==> config.mk <==
export PLATFORM = sky130hd
export DESIGN_NAME = button_conditioner_flat
export DESIGN_NICKNAME = d
export VERILOG_FILES = /design/src/rtl/button_conditioner_if.sv /design/src/rtl/button_conditioner.sv /design/src/flat_wrapper.sv
export SDC_FILE = /design/constraint.sdc
export NUM_CORES = 1
export LEC_CHECK = 0
export ABC_AREA = 0
export CORE_UTILIZATION = 40
export DETAILED_ROUTE_END_ITERATION = 16
export HOLD_SLACK_MARGIN = 0.15
export PLACE_DENSITY = 0.55
export SKIP_CTS_REPAIR_TIMING = 1
export SLEW_MARGIN = 15
export SYNTH_ARGS = -nofsm -noshare
export SYNTH_HDL_FRONTEND = slang
export SYNTH_SLANG_ARGS = --single-unit
==> constraint.sdc <==
create_clock -name clk -period 2.41 [get_ports clk]
set_input_delay 0.3615 -clock clk [delete_from_list [all_inputs] [get_ports clk]]
set_output_delay 0.3615 -clock clk [all_outputs]
set_load 0.05 [all_outputs]
==> src/rtl/button_conditioner_if.sv <==
// Button-side bundle of the push-button conditioner: raw active-low inputs in,
// debounced levels, one-cycle press pulses and the pulse counter out.
`timescale 1ns/1ps
interface button_conditioner_if;
   logic       move_n;
   logic       select_n;
   logic       move_pulse;
   logic       select_pulse;
   logic       move_held;
   logic       select_held;
   logic [7:0] press_count;

   modport master (
      output move_n,
      output select_n,
      input  move_pulse,
      input  select_pulse,
      input  move_held,
      input  select_held,
      input  press_count
   );

   modport slave (
      input  move_n,
      input  select_n,
      output move_pulse,
      output select_pulse,
      output move_held,
      output select_held,
      output press_count
   );
endinterface

==> src/rtl/button_conditioner.sv <==
// Synchronises, debounces and pulse-converts the MOVE and SELECT push-buttons,
// arbitrating simultaneous presses so at most one pulse leaves per cycle.
//
// state        | meaning
// IDLE         | released and stable
// PRESS_WAIT   | synchronised input low, counting stable-low cycles
// HELD         | pressed and stable, press already reported
// RELEASE_WAIT | synchronised input high, counting stable-high cycles
`timescale 1ns/1ps
module button_conditioner #(
   parameter int unsigned DB_COUNT = 250000,
   parameter int unsigned CNT_W    = 18
) (
   input  logic                 clk,
   input  logic                 rst,
   button_conditioner_if.slave  bus
);

   typedef enum logic [1:0] {
      IDLE         = 2'd0,
      PRESS_WAIT   = 2'd1,
      HELD         = 2'd2,
      RELEASE_WAIT = 2'd3
   } db_state_e;

   localparam int unsigned      N_BTN    = 2;
   localparam logic [CNT_W-1:0] CNT_LAST = CNT_W'(DB_COUNT - 1);
   localparam logic [CNT_W-1:0] CNT_ONE  = CNT_W'(1);

   // Bit 0 is MOVE, bit 1 is SELECT throughout.
   logic [N_BTN-1:0] raw_n;
   logic [N_BTN-1:0] sync1_q;
   logic [N_BTN-1:0] sync2_q;

   db_state_e        state_q [N_BTN];
   db_state_e        state_d [N_BTN];
   logic [CNT_W-1:0] cnt_q   [N_BTN];
   logic [CNT_W-1:0] cnt_d   [N_BTN];

   logic [N_BTN-1:0] evt_d;
   logic [N_BTN-1:0] evt_q;
   logic [N_BTN-1:0] evt_dly_q;
   logic [N_BTN-1:0] held_pre_q;
   logic [N_BTN-1:0] held_d;
   logic [N_BTN-1:0] held_q;

   logic             move_pend_d;
   logic             move_pend_q;
   logic             move_pulse_d;
   logic             move_pulse_q;
   logic             select_pulse_d;
   logic             select_pulse_q;
   logic [7:0]       press_count_d;
   logic [7:0]       press_count_q;

   function automatic logic is_pressed_state(input db_state_e s);
      return (s == HELD) || (s == RELEASE_WAIT);
   endfunction

   assign raw_n = {bus.select_n, bus.move_n};

   always_ff @(posedge clk or negedge rst) begin
      if (!rst) begin
         sync1_q <= '1;
         sync2_q <= '1;
      end else begin
         sync1_q <= raw_n;
         sync2_q <= sync1_q;
      end
   end

   always_comb begin
      for (int b = 0; b < N_BTN; b++) begin
         state_d[b] = state_q[b];
         cnt_d[b]   = cnt_q[b];
         evt_d[b]   = 1'b0;
         unique case (state_q[b])
            IDLE: begin
               if (!sync2_q[b]) begin
                  state_d[b] = PRESS_WAIT;
                  cnt_d[b]   = CNT_ONE;
               end else begin
                  cnt_d[b]   = '0;
               end
            end
            PRESS_WAIT: begin
               if (sync2_q[b]) begin
                  state_d[b] = IDLE;
                  cnt_d[b]   = '0;
               end else if (cnt_q[b] == CNT_LAST) begin
                  state_d[b] = HELD;
                  cnt_d[b]   = '0;
                  evt_d[b]   = 1'b1;
               end else begin
                  cnt_d[b]   = cnt_q[b] + CNT_ONE;
               end
            end
            HELD: begin
               if (sync2_q[b]) begin
                  state_d[b] = RELEASE_WAIT;
                  cnt_d[b]   = CNT_ONE;
               end else begin
                  cnt_d[b]   = '0;
               end
            end
            RELEASE_WAIT: begin
               if (!sync2_q[b]) begin
                  state_d[b] = HELD;
                  cnt_d[b]   = '0;
               end else if (cnt_q[b] == CNT_LAST) begin
                  state_d[b] = IDLE;
                  cnt_d[b]   = '0;
               end else begin
                  cnt_d[b]   = cnt_q[b] + CNT_ONE;
               end
            end
            default: begin
               state_d[b] = IDLE;
               cnt_d[b]   = '0;
            end
         endcase
      end
   end

   always_ff @(posedge clk or negedge rst) begin
      if (!rst) begin
         for (int b = 0; b < N_BTN; b++) begin
            state_q[b] <= IDLE;
            cnt_q[b]   <= '0;
         end
      end else begin
         for (int b = 0; b < N_BTN; b++) begin
            state_q[b] <= state_d[b];
            cnt_q[b]   <= cnt_d[b];
         end
      end
   end

   // The held level rises in step with the press pulse (two stages behind the
   // FSM) but drops on the very edge the release is accepted.
   always_comb begin
      for (int b = 0; b < N_BTN; b++) begin
         held_d[b] = held_pre_q[b] & is_pressed_state(state_d[b]);
      end
   end

   always_ff @(posedge clk or negedge rst) begin
      if (!rst) begin
         evt_q      <= '0;
         evt_dly_q  <= '0;
         held_pre_q <= '0;
         held_q     <= '0;
      end else begin
         evt_q      <= evt_d;
         evt_dly_q  <= evt_q;
         for (int b = 0; b < N_BTN; b++) begin
            held_pre_q[b] <= is_pressed_state(state_q[b]);
         end
         held_q     <= held_d;
      end
   end

   // SELECT has priority; a colliding MOVE is parked in move_pend and goes out
   // on the first cycle without a SELECT event.
   always_comb begin
      move_pulse_d   = 1'b0;
      select_pulse_d = 1'b0;
      move_pend_d    = move_pend_q;
      if (evt_dly_q[1]) begin
         select_pulse_d = 1'b1;
         if (evt_dly_q[0]) begin
            move_pend_d = 1'b1;
         end
      end else if (evt_dly_q[0]) begin
         move_pulse_d = 1'b1;
      end else if (move_pend_q) begin
         move_pulse_d = 1'b1;
         move_pend_d  = 1'b0;
      end
      press_count_d = press_count_q;
      if (move_pulse_d || select_pulse_d) begin
         press_count_d = press_count_q + 8'd1;
      end
   end

   always_ff @(posedge clk or negedge rst) begin
      if (!rst) begin
         move_pend_q    <= 1'b0;
         move_pulse_q   <= 1'b0;
         select_pulse_q <= 1'b0;
         press_count_q  <= '0;
      end else begin
         move_pend_q    <= move_pend_d;
         move_pulse_q   <= move_pulse_d;
         select_pulse_q <= select_pulse_d;
         press_count_q  <= press_count_d;
      end
   end

   assign bus.move_pulse   = move_pulse_q;
   assign bus.select_pulse = select_pulse_q;
   assign bus.move_held    = held_q[0];
   assign bus.select_held  = held_q[1];
   assign bus.press_count  = press_count_q;

endmodule
==> src/flat_wrapper.sv <==
// flat-port wrapper written by rule: the top's interface ports become plain ports
module button_conditioner_flat 
#(
   parameter int unsigned DB_COUNT = 250000,
   parameter int unsigned CNT_W    = 18
)
  (clk, rst, bus_move_n, bus_select_n, bus_move_pulse, bus_select_pulse, bus_move_held, bus_select_held, bus_press_count);
  button_conditioner_if bus_i ();
  input  logic clk;
  input  logic rst;
  input wire logic [$bits(bus_i.move_n)-1:0] bus_move_n;
  input wire logic [$bits(bus_i.select_n)-1:0] bus_select_n;
  output wire logic [$bits(bus_i.move_pulse)-1:0] bus_move_pulse;
  output wire logic [$bits(bus_i.select_pulse)-1:0] bus_select_pulse;
  output wire logic [$bits(bus_i.move_held)-1:0] bus_move_held;
  output wire logic [$bits(bus_i.select_held)-1:0] bus_select_held;
  output wire logic [$bits(bus_i.press_count)-1:0] bus_press_count;
  assign bus_i.move_n = bus_move_n;
  assign bus_i.select_n = bus_select_n;
  assign bus_move_pulse = bus_i.move_pulse;
  assign bus_select_pulse = bus_i.select_pulse;
  assign bus_move_held = bus_i.move_held;
  assign bus_select_held = bus_i.select_held;
  assign bus_press_count = bus_i.press_count;
  button_conditioner #(.DB_COUNT(DB_COUNT), .CNT_W(CNT_W)) u_core (.clk(clk), .rst(rst), .bus(bus_i));
endmodule
## Word-level counts from Yosys, hierarchy flattened

Cells that the tools add are included.
W data, S select, Z words.

- Add/sub/neg operators: 3
- Bitwise gates (word level): 2
- Muxes and demuxes: 39
- Equality and inequality tests: 14
- Reductions and logical operators: 8

Operators with widths:

| cell | count |
|---|---|
| $pmux W18 S4 | 2 |
| $mux W18 | 6 |
| $add A18 B1 Y18 const B | 2 |
| $eq A18 B18 Y1 const B | 2 |
| $mux W2 | 12 |
| $mux W1 | 17 |
| $eq A2 B2 Y1 const B | 8 |
| $pmux W2 S4 | 2 |
| $add A8 B1 Y8 const B | 1 |
| $logic_or A1 B1 Y1 | 5 |
| $eq A2 B1 Y1 const B | 2 |
| $logic_not A2 Y1 | 2 |
| $and A1 B1 Y1 | 2 |
| $ne A2 B1 Y1 const B | 1 |
| $ne A2 B2 Y1 const B | 1 |
| $reduce_and A2 Y1 | 1 |

- Bits of input ports: 4
- Register bits after elaboration: 63
- Logic and storage cells: 80

## Longest topological paths before layout

Gate-level depths: netlist (run 1).

- Word-level depth: 7
- Mapped depth: 7

## Worst setup path before layout (run 1)

No wires, ideal clock.

- Path type: register to register
- Start point: reg u_core.cnt_q[4] (netlist name)
- End point: reg u_core.cnt_q[10] (netlist name)
- Library setup time: 0.121 ns
- Arrival: 1.638 ns
- Buffers on the path: 2
- Clock period less this slack: 1.760 ns
- Required time: 2.289 ns
- Slack: 0.650 ns
- Cell stages (with the launch flop): 7
- Cells stage by stage: dfrtp_1 > buf_2 > or4_1 > nor3_1 > a21o_1 > buf_2 > nor2_1

RTL lines:

| what | RTL line | source |
|---|---|---|
| start, declared | button_conditioner.sv:37 | `logic [CNT_W-1:0] cnt_q [N_BTN];` |
| start signal, assigned by index | button_conditioner.sv:134 | `cnt_q[b] <= cnt_d[b];` |

==> results of run 1 <==
[cell usage after synthesis, drive strengths merged, types with 6 or more instances]
library cell,instances
dfrtp,59
nor2,41
xnor2,21
nand3,16
xor2,14
nand2,12
nand4,11
inv,9
nor3,8
a21oi,6
buf,6
or3,6
[cell families after synthesis]
| group | synth area share, % |
|---|---|
| flops | 55.7 |
| xor+xnor | 10.8 |
| simple gates | 23.7 |
| buf+inv | 2.91 |
| mux | 1.81 |
| fa+ha+maj | 1.67 |
| compound gates | 3.48 |
[per-stage QoR]
stage | power, mW | hold slack, ns | worst slack [ns] | cells | utilization [%]
after floorplan | 1.12 | 0.0659 | 0.650 | 268 | -
after global placement | 1.15 | 0.334 | 0.509 | 371 | 45.3
after detailed placement | 1.15 | 0.341 | 0.435 | 371 | 45.3
after CTS | 2.18 | -0.00580 | 0.419 | 387 | 48.5
after global routing | 2.22 | 0.364 | 0.268 | 388 | 48.6
final | 2.13 | 0.356 | 0.443 | 388 | 48.6
[where the power goes]
part,switching [mW],internal (mW)
registers,0.00816,1.07
clock network,0.419,0.583
logic,0.0369,0.0169
total,0.465,1.67
[sequential cells by signal, summed over array words and instances, names as in the netlist, 2 cells and up]
name	count
u_core.held_q	2
u_core.cnt_q	36
u_core.bus.press_count	8
u_core.sync1_q	2
u_core.sync2_q	2
u_core.state_q	4
u_core.evt_dly_q	2
u_core.evt_q	2
u_core.held_pre_q	2
[cell type report]
type	count	area [um^2]	area share, %
flip-flops and latches	63	1580	47.6
multi-input cells	185	1180	35.4
repair buffers	19	190	5.72
clock buffers	9	124	3.73
well taps	96	120	3.61
clock inverters	7	96.3	2.90
inverters	9	33.8	1.02
[per-layer routing]
layer / up-vias / wire length (um) / part of all wire [%]
li1: 970 / - / -
met2: 27 / 2270 / 46
met4: 0 / 74 / 1.5
met5: - / 0 / 0
met3: 6 / 186 / 3.7
met1: 939 / 2430 / 49
[worst min-delay path by stage]
| stage | depth (start not counted) | slack (ns) | to |
|---|---|---|---|
| 4_1_cts | 1 | -0.006 | u_core.bus.press_count[7] |
| 2_1_floorplan | 0 | 0.07 | u_core.bus.move_pulse |
| 3_5_place_dp | 0 | 0.34 | u_core.evt_dly_q[0] |
| 5_1_grt | 0 | 0.36 | u_core.sync2_q[1] |
| 6_report | 0 | 0.36 | u_core.evt_dly_q[0] |
| 3_3_place_gp | 0 | 0.33 | u_core.evt_dly_q[0] |
==> impl_metrics.env, run 1 <==
export IMPL_cpPeakStageDelay_ns=0.54
export IMPL_synth_top_area_cell="dfrtp_1"
export IMPL_yosys_top_cells_area="dfrtp_1 (52%), xnor2_1 (6.5%), nor2_1 (5.4%), xor2_1 (4.3%), dfstp_2 (3.7%)"
export IMPL_ant_nets=0
export IMPL_period_share_pct=81.6
export IMPL_r2r_end="u_core.cnt_q[9]"
export IMPL_crit_type="flip-flop to flip-flop"
export IMPL_path_clk_slew_ns=0.07
export IMPL_yosys_warnings=0
export IMPL_synth_cells=268
export IMPL_first_pass_iters=4
export IMPL_antenna_found_initial=0
export IMPL_grt_total_usage_pct=15.2
export IMPL_use_met1_pct=19.5
export IMPL_status="finished, final reports clean"
export IMPL_synth_seq_area_share_pct=55.7
export IMPL_cts_sinks=63
export IMPL_r2r_cells=4
export IMPL_cts_tree="yes"
export IMPL_gr_total_overflow=0
export IMPL_r2r_start="u_core.cnt_q[4]"
export IMPL_nets=294
export IMPL_cap_violations=0
export IMPL_drtIter0Drc=92
export IMPL_worst_path_max_fanout=16
export IMPL_end_kind="flip-flop"
export IMPL_area_growth_pct=17.0
export IMPL_avgSynthCellArea_um2=10.6
export IMPL_ys_types=38
export IMPL_grt_met2_usage_pct=23.4
export IMPL_crit_chain="or4_1 -> nor3_1 -> a21o_1 -> nor2_1"
export IMPL_min_from="u_core.evt_q[0]"
export IMPL_htree_levels=3
export IMPL_vdd_drop_max_uv=417
export IMPL_startpoint="u_core.cnt_q[4]"
export IMPL_synthesis_nets=275
export IMPL_grt_most_used_layer="met2"
export IMPL_fillers=664
export IMPL_synth_area_um2=2840
export IMPL_synth_ff_latch_count=63
export IMPL_grt_pass1_vias=1875
export IMPL_setup_tns_ns=0
export IMPL_setup_violations_final=0
export IMPL_diodes=0
export IMPL_stdcell_area_um2=3320
export IMPL_rsz0062_at_grt="false"
export IMPL_clk_latency_ns=0.33
export IMPL_dp_hpwl_um=3370
export IMPL_startpoint_type="flip-flop"
export IMPL_cts_buffers=9
export IMPL_crit_family="simple AND/OR/NAND/NOR gates"
export IMPL_wirelength_um=4960
export IMPL_die_w_um=86.3
export IMPL_drive_gt1_share_pct=9.59
export IMPL_vias=1942
export IMPL_num_rows=30
export IMPL_portBuffers=15
export IMPL_worst_r2r_setup_slack_ns=0.44
export IMPL_p_leak_nw=1.35
export IMPL_cp_arrival_ns=2.17
export IMPL_tightest_slew_ns=0.551
export IMPL_crit_buf_inv=0
export IMPL_synth_edff_count=0
export IMPL_layout_commonest_cell="dfrtp_1"
export IMPL_slowest_stage="or4_1"
export IMPL_grt_pass1_wl_um=8670
export IMPL_crit_cells=4
export IMPL_io_pins=16
export IMPL_power_density_nw_per_um2=642
export IMPL_layout_common_cells="dfrtp_1 (59), nor2_1 (41), xnor2_1 (21), nand3_1 (16)"
export IMPL_use_met3_pct=6.00
export IMPL_synthArstFlopShare_pct=100
export IMPL_gp_congestion=0.773
export IMPL_drt_wirelength_per_cell_um=12.8
export IMPL_crit_end="u_core.cnt_q[9]"
export IMPL_slew_limit_headroom_pct=63.2
export IMPL_viasPerCell=5.01
export IMPL_cts_root_buf="clkbuf_8"
export IMPL_place_area_um2=3090
export IMPL_fin_worst_skew_ns=0.00611
export IMPL_coreArea_um2=6830
export IMPL_route_detailed_drc=0
export IMPL_grt_max_degree=42
export IMPL_max_freq_ghz=0.508
export IMPL_die_area_um2=7450
export IMPL_hp_class="flip-flop to flip-flop"
export IMPL_start_util_pct=41.6
export IMPL_slew_viol_final=0
export IMPL_timing_final_hold_violations=0
export IMPL_synth_top_area_share_pct=52.0
export IMPL_clk_path_buf_depth=2
export IMPL_ys_flop_type="dfrtp_1"
export IMPL_die_h_um=86.3
export IMPL_period_minus_slack_ns=1.97
export IMPL_required_ns=2.61
Note: power is estimated with default switching activity, not from simulation.
==> run 2: changes to the inputs <==
==> constraint.sdc (replaced) <==
create_clock -name clk -period 1.85 [get_ports clk]
set_input_delay 0.2775 -clock clk [delete_from_list [all_inputs] [get_ports clk]]
set_output_delay 0.2775 -clock clk [all_outputs]
set_load 0.05 [all_outputs]
==> run 2 against run 1 <==
Compared with the run above:
- register-to-register slack got worse by 0.32 ns
- global-route usage is 0.44 points higher
- cell count is 2.6% higher
- die area is the same
- flip-flop and latch count stayed put
- wire length up 1.5%
- core utilization is 2.0 points higher
- total power rose by 38%
- combinational power grew 45%
- largest power group is now clock
==> impl_metrics.env, run 2 (same netlist as run 1, synthesis figures left out) <==
export IMPL_status="finished, final reports clean"
export IMPL_crit_buf_inv=1
export IMPL_r2r_cells=4
export IMPL_max_freq_ghz=0.564
export IMPL_timing_final_hold_violations=0
export IMPL_post_place_ws_ns=0.0890
export IMPL_end_kind="output pin"
export IMPL_r2r_start="u_core.cnt_q[7]"
export IMPL_start_util_pct=41.6
export IMPL_ant_nets=0
export IMPL_setup_violations_final=0
export IMPL_worst_path_max_fanout=2
export IMPL_largest_reg_flops=36
export IMPL_gr_total_overflow=0
export IMPL_crit_family="buffers and inverters"
export IMPL_min_path_cells=1
export IMPL_p_leak_nw=1.54
export IMPL_fin_worst_skew_ns=0.00518
export IMPL_grt_total_usage_pct=15.7
export IMPL_vias=1941
export IMPL_die_h_um=86.3
export IMPL_slowest_stage="clkdlybuf4s50_1"
export IMPL_path_clk_slew_ns=0.07
export IMPL_nets=304
export IMPL_hp_class="input port to flip-flop"
export IMPL_rsz0062_at_grt="false"
export IMPL_diodes=0
export IMPL_die_area_um2=7450
export IMPL_coreArea_um2=6830
export IMPL_multi_input_area_um2=1180
export IMPL_worst_r2r_setup_slack_ns=0.12
export IMPL_required_ns=1.57
export IMPL_die_w_um=86.3
export IMPL_drtIter0Drc=61
export IMPL_gp_congestion=0.783
export IMPL_startpoint_type="flip-flop"
export IMPL_dp_hpwl_um=3540
export IMPL_drt_wirelength_per_cell_um=12.7
export IMPL_cp_arrival_ns=1.49
export IMPL_min_from="bus_select_n"
export IMPL_crit_type="flip-flop to output pin"
export IMPL_cpPeakStageDelay_ns=0.80
export IMPL_slew_limit_headroom_pct=65.0
export IMPL_drive_gt1_share_pct=13.9
export IMPL_layout_commonest_cell="dfrtp_1"
export IMPL_layout_common_cells="dfrtp_1 (57), nor2_1 (41), xnor2_1 (21), nand3_1 (16), xor2_1 (14)"
export IMPL_final_core_util_pct=50.6
export IMPL_top_register="u_core.cnt_q"
export IMPL_clk_latency_ns=0.33
export IMPL_cts_sinks=63
export IMPL_num_rows=30
export IMPL_grt_pass1_wl_um=8950
export IMPL_antenna_found_initial=0
export IMPL_period_minus_slack_ns=1.77
export IMPL_first_pass_iters=4
export IMPL_cts_tree="yes"
export IMPL_grt_pass1_vias=1889
export IMPL_period_share_pct=95.8
export IMPL_setup_slack_ns=0.0783
export IMPL_viasPerCell=4.88
export IMPL_fillers=639
export IMPL_min_to="u_core.sync1_q[1]"
export IMPL_io_pins=16
export IMPL_clk_path_buf_depth=2
export IMPL_seqCellArea_um2=1580
export IMPL_wirelength_um=5040
export IMPL_cap_violations=0
export IMPL_area_growth_pct=21.7
export IMPL_cts_buffers=9
export IMPL_power_density_nw_per_um2=849
export IMPL_cts_root_buf="clkbuf_8"
export IMPL_route_detailed_drc=0
export IMPL_setup_tns_ns=0
export IMPL_crit_chain="clkdlybuf4s50_1"
export IMPL_slew_viol_final=0
export IMPL_tightest_slew_ns=0.525
export IMPL_grt_max_degree=32
export IMPL_htree_levels=3
export IMPL_portBuffers=15
export IMPL_r2r_end="u_core.cnt_q[17]"
export IMPL_vdd_drop_max_uv=644
[run 2: cell count changes in the layout (fill, tap and decap cells not counted), sizes merged]
cell | before | now
buf | 4 | 15
clkdlybuf4s50 | 14 | 7
dlymetal6s2s | 0 | 6
clkinvlp | 3 | 0
clkbuf | 9 | 11
bufinv | 2 | 3
[run 2: metrics by stage]
stage          cells  power, mW  instance area, um^2  hold slack [ns]
4_1_cts          397       2.99                 3420           -0.119
3_5_place_dp     381       1.51                 3180            0.248
5_1_grt          398       3.06                 3460            0.334
6_report         398       2.94                 3460            0.348
3_3_place_gp     381       1.51                 3180            0.250
2_1_floorplan    268       1.45                 2840          -0.0181
[run 2: final cells by class]
| type | count | area share, % |
|---|---|---|
| tap | 96 | 3.47 |
| clock inverter | 5 | 3.00 |
| clock buffer | 11 | 4.09 |
| inverter | 9 | 0.977 |
| multi-input combinational | 185 | 34.2 |
| sequential | 63 | 45.8 |
| timing repair buffer | 29 | 8.40 |
[run 2: worst max-delay path by stage]
stage	slack, ns	end	start	cells past startpoint
after floorplan	0.09	u_core.cnt_q[10]	u_core.cnt_q[4]	6
after global placement	0.13	u_core.cnt_q[17]	u_core.cnt_q[6]	4
after detailed placement	0.09	u_core.cnt_q[17]	u_core.cnt_q[6]	4
after CTS	-0.005	bus_press_count[2]	u_core.bus.press_count[2]	1
after global routing	0.01	u_core.cnt_q[34]	u_core.cnt_q[18]	6
final	0.08	bus_press_count[7]	u_core.bus.press_count[7]	1
[run 2: worst register-to-register path: stages, from the launching register on]
cell,delay (ns)
dfrtp_1,0.42
nand4_1,0.16
or3_4,0.45
or4_1,0.48
a21oi_1,0.15
[run 2: where the power goes]
| part | total, mW | switching (mW) | leakage, nW | internal, mW |
|---|---|---|---|---|
| Combinational | 0.0778 | 0.0489 | 0.564 | 0.0289 |
| Clock | 1.45 | 0.518 | 0.124 | 0.935 |
| Sequential | 1.40 | 0.0108 | 0.854 | 1.39 |
| Total | 2.94 | 0.578 | 1.54 | 2.36 |
[run 2: routing by layer]
metal  up-vias  share of wire, %  global-route usage (%)
met5         -                 0                       0
met4         0              0.89                    5.00
met3         4               2.9                    5.71
met2        22                46                    24.0
met1       926                50                    20.8
li1        989                 -                       -
==> run 3: changes to the inputs <==
--- a/config.mk
+++ b/config.mk
@@ -6,11 +6,14 @@
 export NUM_CORES = 1
 export LEC_CHECK = 0
 export ABC_AREA = 0
+export ABC_CLOCK_PERIOD_IN_PS = 1850
+export CAP_MARGIN = 0
 export CORE_UTILIZATION = 40
 export DETAILED_ROUTE_END_ITERATION = 16
 export HOLD_SLACK_MARGIN = 0.15
 export PLACE_DENSITY = 0.55
 export SKIP_CTS_REPAIR_TIMING = 1
+export SKIP_LAST_GASP = 1
 export SLEW_MARGIN = 15
 export SYNTH_ARGS = -nofsm -noshare
 export SYNTH_HDL_FRONTEND = slang
==> run 3 against run 2 <==
Compared with the run above:
- critical path depth is the same
- maximum frequency is 0.10% lower
- cell count unchanged
- sequential power barely moved
- clock skew hardly changed
- flip-flop and latch count is the same
- via count is 0.41% higher
- die area unchanged
- count of clock-buffer cells in the layout did not move
- critical path type unchanged
==> impl_metrics.env, run 3 (same netlist as run 1, synthesis figures left out) <==
export IMPL_grt_pass1_vias=1889
export IMPL_slew_viol_final=0
export IMPL_place_inst=381
export IMPL_drive_gt1_share_pct=13.2
export IMPL_crit_buf_inv=1
export IMPL_timing_final_hold_violations=0
export IMPL_die_h_um=86.3
export IMPL_antenna_found_initial=0
export IMPL_cpPeakStageDelay_ns=0.80
export IMPL_io_pins=16
export IMPL_rsz0062_at_grt="true"
export IMPL_max_freq_ghz=0.564
export IMPL_gr_total_overflow=0
export IMPL_top_register="u_core.cnt_q"
export IMPL_cts_buffers=9
export IMPL_cap_violations=0
export IMPL_start_util_pct=41.6
export IMPL_crit_cells=1
export IMPL_coreArea_um2=6830
export IMPL_p_leak_nw=1.54
export IMPL_fin_worst_skew_ns=0.00518
export IMPL_status="finished, final reports clean"
export IMPL_slew_limit_headroom_pct=65.0
export IMPL_wirelength_um=4990
export IMPL_largest_reg_flops=36
export IMPL_clk_latency_ns=0.33
export IMPL_tightest_slew_ns=0.525
export IMPL_finalPower_mw=2.94
export IMPL_slowest_stage="clkdlybuf4s50_1"
export IMPL_required_ns=1.57
export IMPL_nets=304
export IMPL_cp_arrival_ns=1.50
export IMPL_grt_pass1_wl_um=8950
export IMPL_layout_commonest_cell="dfrtp_1"
export IMPL_grt_max_degree=32
export IMPL_hp_class="input port to flip-flop"
export IMPL_crit_type="flip-flop to output pin"
export IMPL_r2r_cells=4
export IMPL_vdd_drop_max_uv=674
export IMPL_path_clk_slew_ns=0.07
export IMPL_htree_levels=3
export IMPL_dp_hpwl_um=3540
export IMPL_route_detailed_drc=0
export IMPL_first_pass_iters=4
export IMPL_crit_family="buffers and inverters"
export IMPL_gp_congestion=0.783
export IMPL_die_area_um2=7450
export IMPL_diodes=0
export IMPL_crit_chain="clkdlybuf4s50_1"
export IMPL_drtIter0Drc=58
export IMPL_worst_path_max_fanout=2
export IMPL_grt_total_usage_pct=15.7
export IMPL_fin_cells=398
export IMPL_period_minus_slack_ns=1.77
export IMPL_startpoint_type="flip-flop"
export IMPL_layout_common_cells="dfrtp_1 (58), nor2_1 (41), xnor2_1 (21), nand3_1 (16), xor2_1 (14)"
export IMPL_ant_nets=0
export IMPL_area_growth_pct=21.4
export IMPL_min_path_cells=1
export IMPL_vias=1949
export IMPL_clk_path_buf_depth=2
export IMPL_setup_tns_ns=0
export IMPL_die_w_um=86.3
export IMPL_cts_root_buf="clkbuf_8"
export IMPL_cts_tree="yes"
export IMPL_num_rows=30
export IMPL_cts_sinks=63
export IMPL_setup_violations_final=0
export IMPL_end_kind="output pin"
export IMPL_portBuffers=15
export IMPL_drt_wirelength_per_cell_um=12.5
export IMPL_power_density_nw_per_um2=851
export IMPL_period_share_pct=95.9
export IMPL_viasPerCell=4.90
==> run 3: cell counts in the layout (fill, tap and decap cells not counted) <==
Identical to the previous run, type by type.
==> run 3: worst paths after layout <==
kind / endpoint / start / slack (ns)
max: bus_press_count[7] / u_core.bus.press_count[7] / 0.08
min: u_core.sync1_q[1] / bus_select_n / 0.35
max reg2reg: u_core.cnt_q[17] / u_core.cnt_q[7] / 0.10
min reg2reg: u_core.evt_dly_q[0] / u_core.evt_q[0] / 0.35
max in group asynchronous: u_core.sync1_q[1] / rst / 0.86
min in group asynchronous: u_core.bus.press_count[7] / rst / 0.41
==> run 3: layout make-up <==
type / count / area (um^2)
clock buffers: 11 / 141
clock inverters: 5 / 104
fillers: 641 / 3380
inverters: 9 / 33.8
multi-input cells: 185 / 1180
flip-flops and latches: 63 / 1580
well taps: 96 / 120
repair buffers: 29 / 290
==> run 3: power by group <==
part | switching [mW] | total [mW] | internal (mW)
clock | 0.520 | 1.46 | 0.935
combinational | 0.0488 | 0.0777 | 0.0289
sequential | 0.0108 | 1.40 | 1.39
total | 0.580 | 2.94 | 2.36
==> run 3: metal layers <==
| layer | track usage [%] | share of wire (%) |
|---|---|---|
| met5 | 0 | 0 |
| met3 | 5.71 | 3.3 |
| met4 | 5.00 | 1.2 |
| met2 | 24.0 | 46 |
| met1 | 20.8 | 50 |
==> run 3: per-stage QoR <==
step           hold slack, ns  setup WS (ns)  utilization (%)  area, um^2
2_1_floorplan         -0.0181         0.0903                -        2840
3_3_place_gp            0.250          0.125             46.5        3180
3_5_place_dp            0.248         0.0890             46.5        3180
4_1_cts                -0.119       -0.00537             50.1        3420
5_1_grt                 0.334        -0.0171             50.5        3450
6_report                0.346         0.0765             50.5        3450
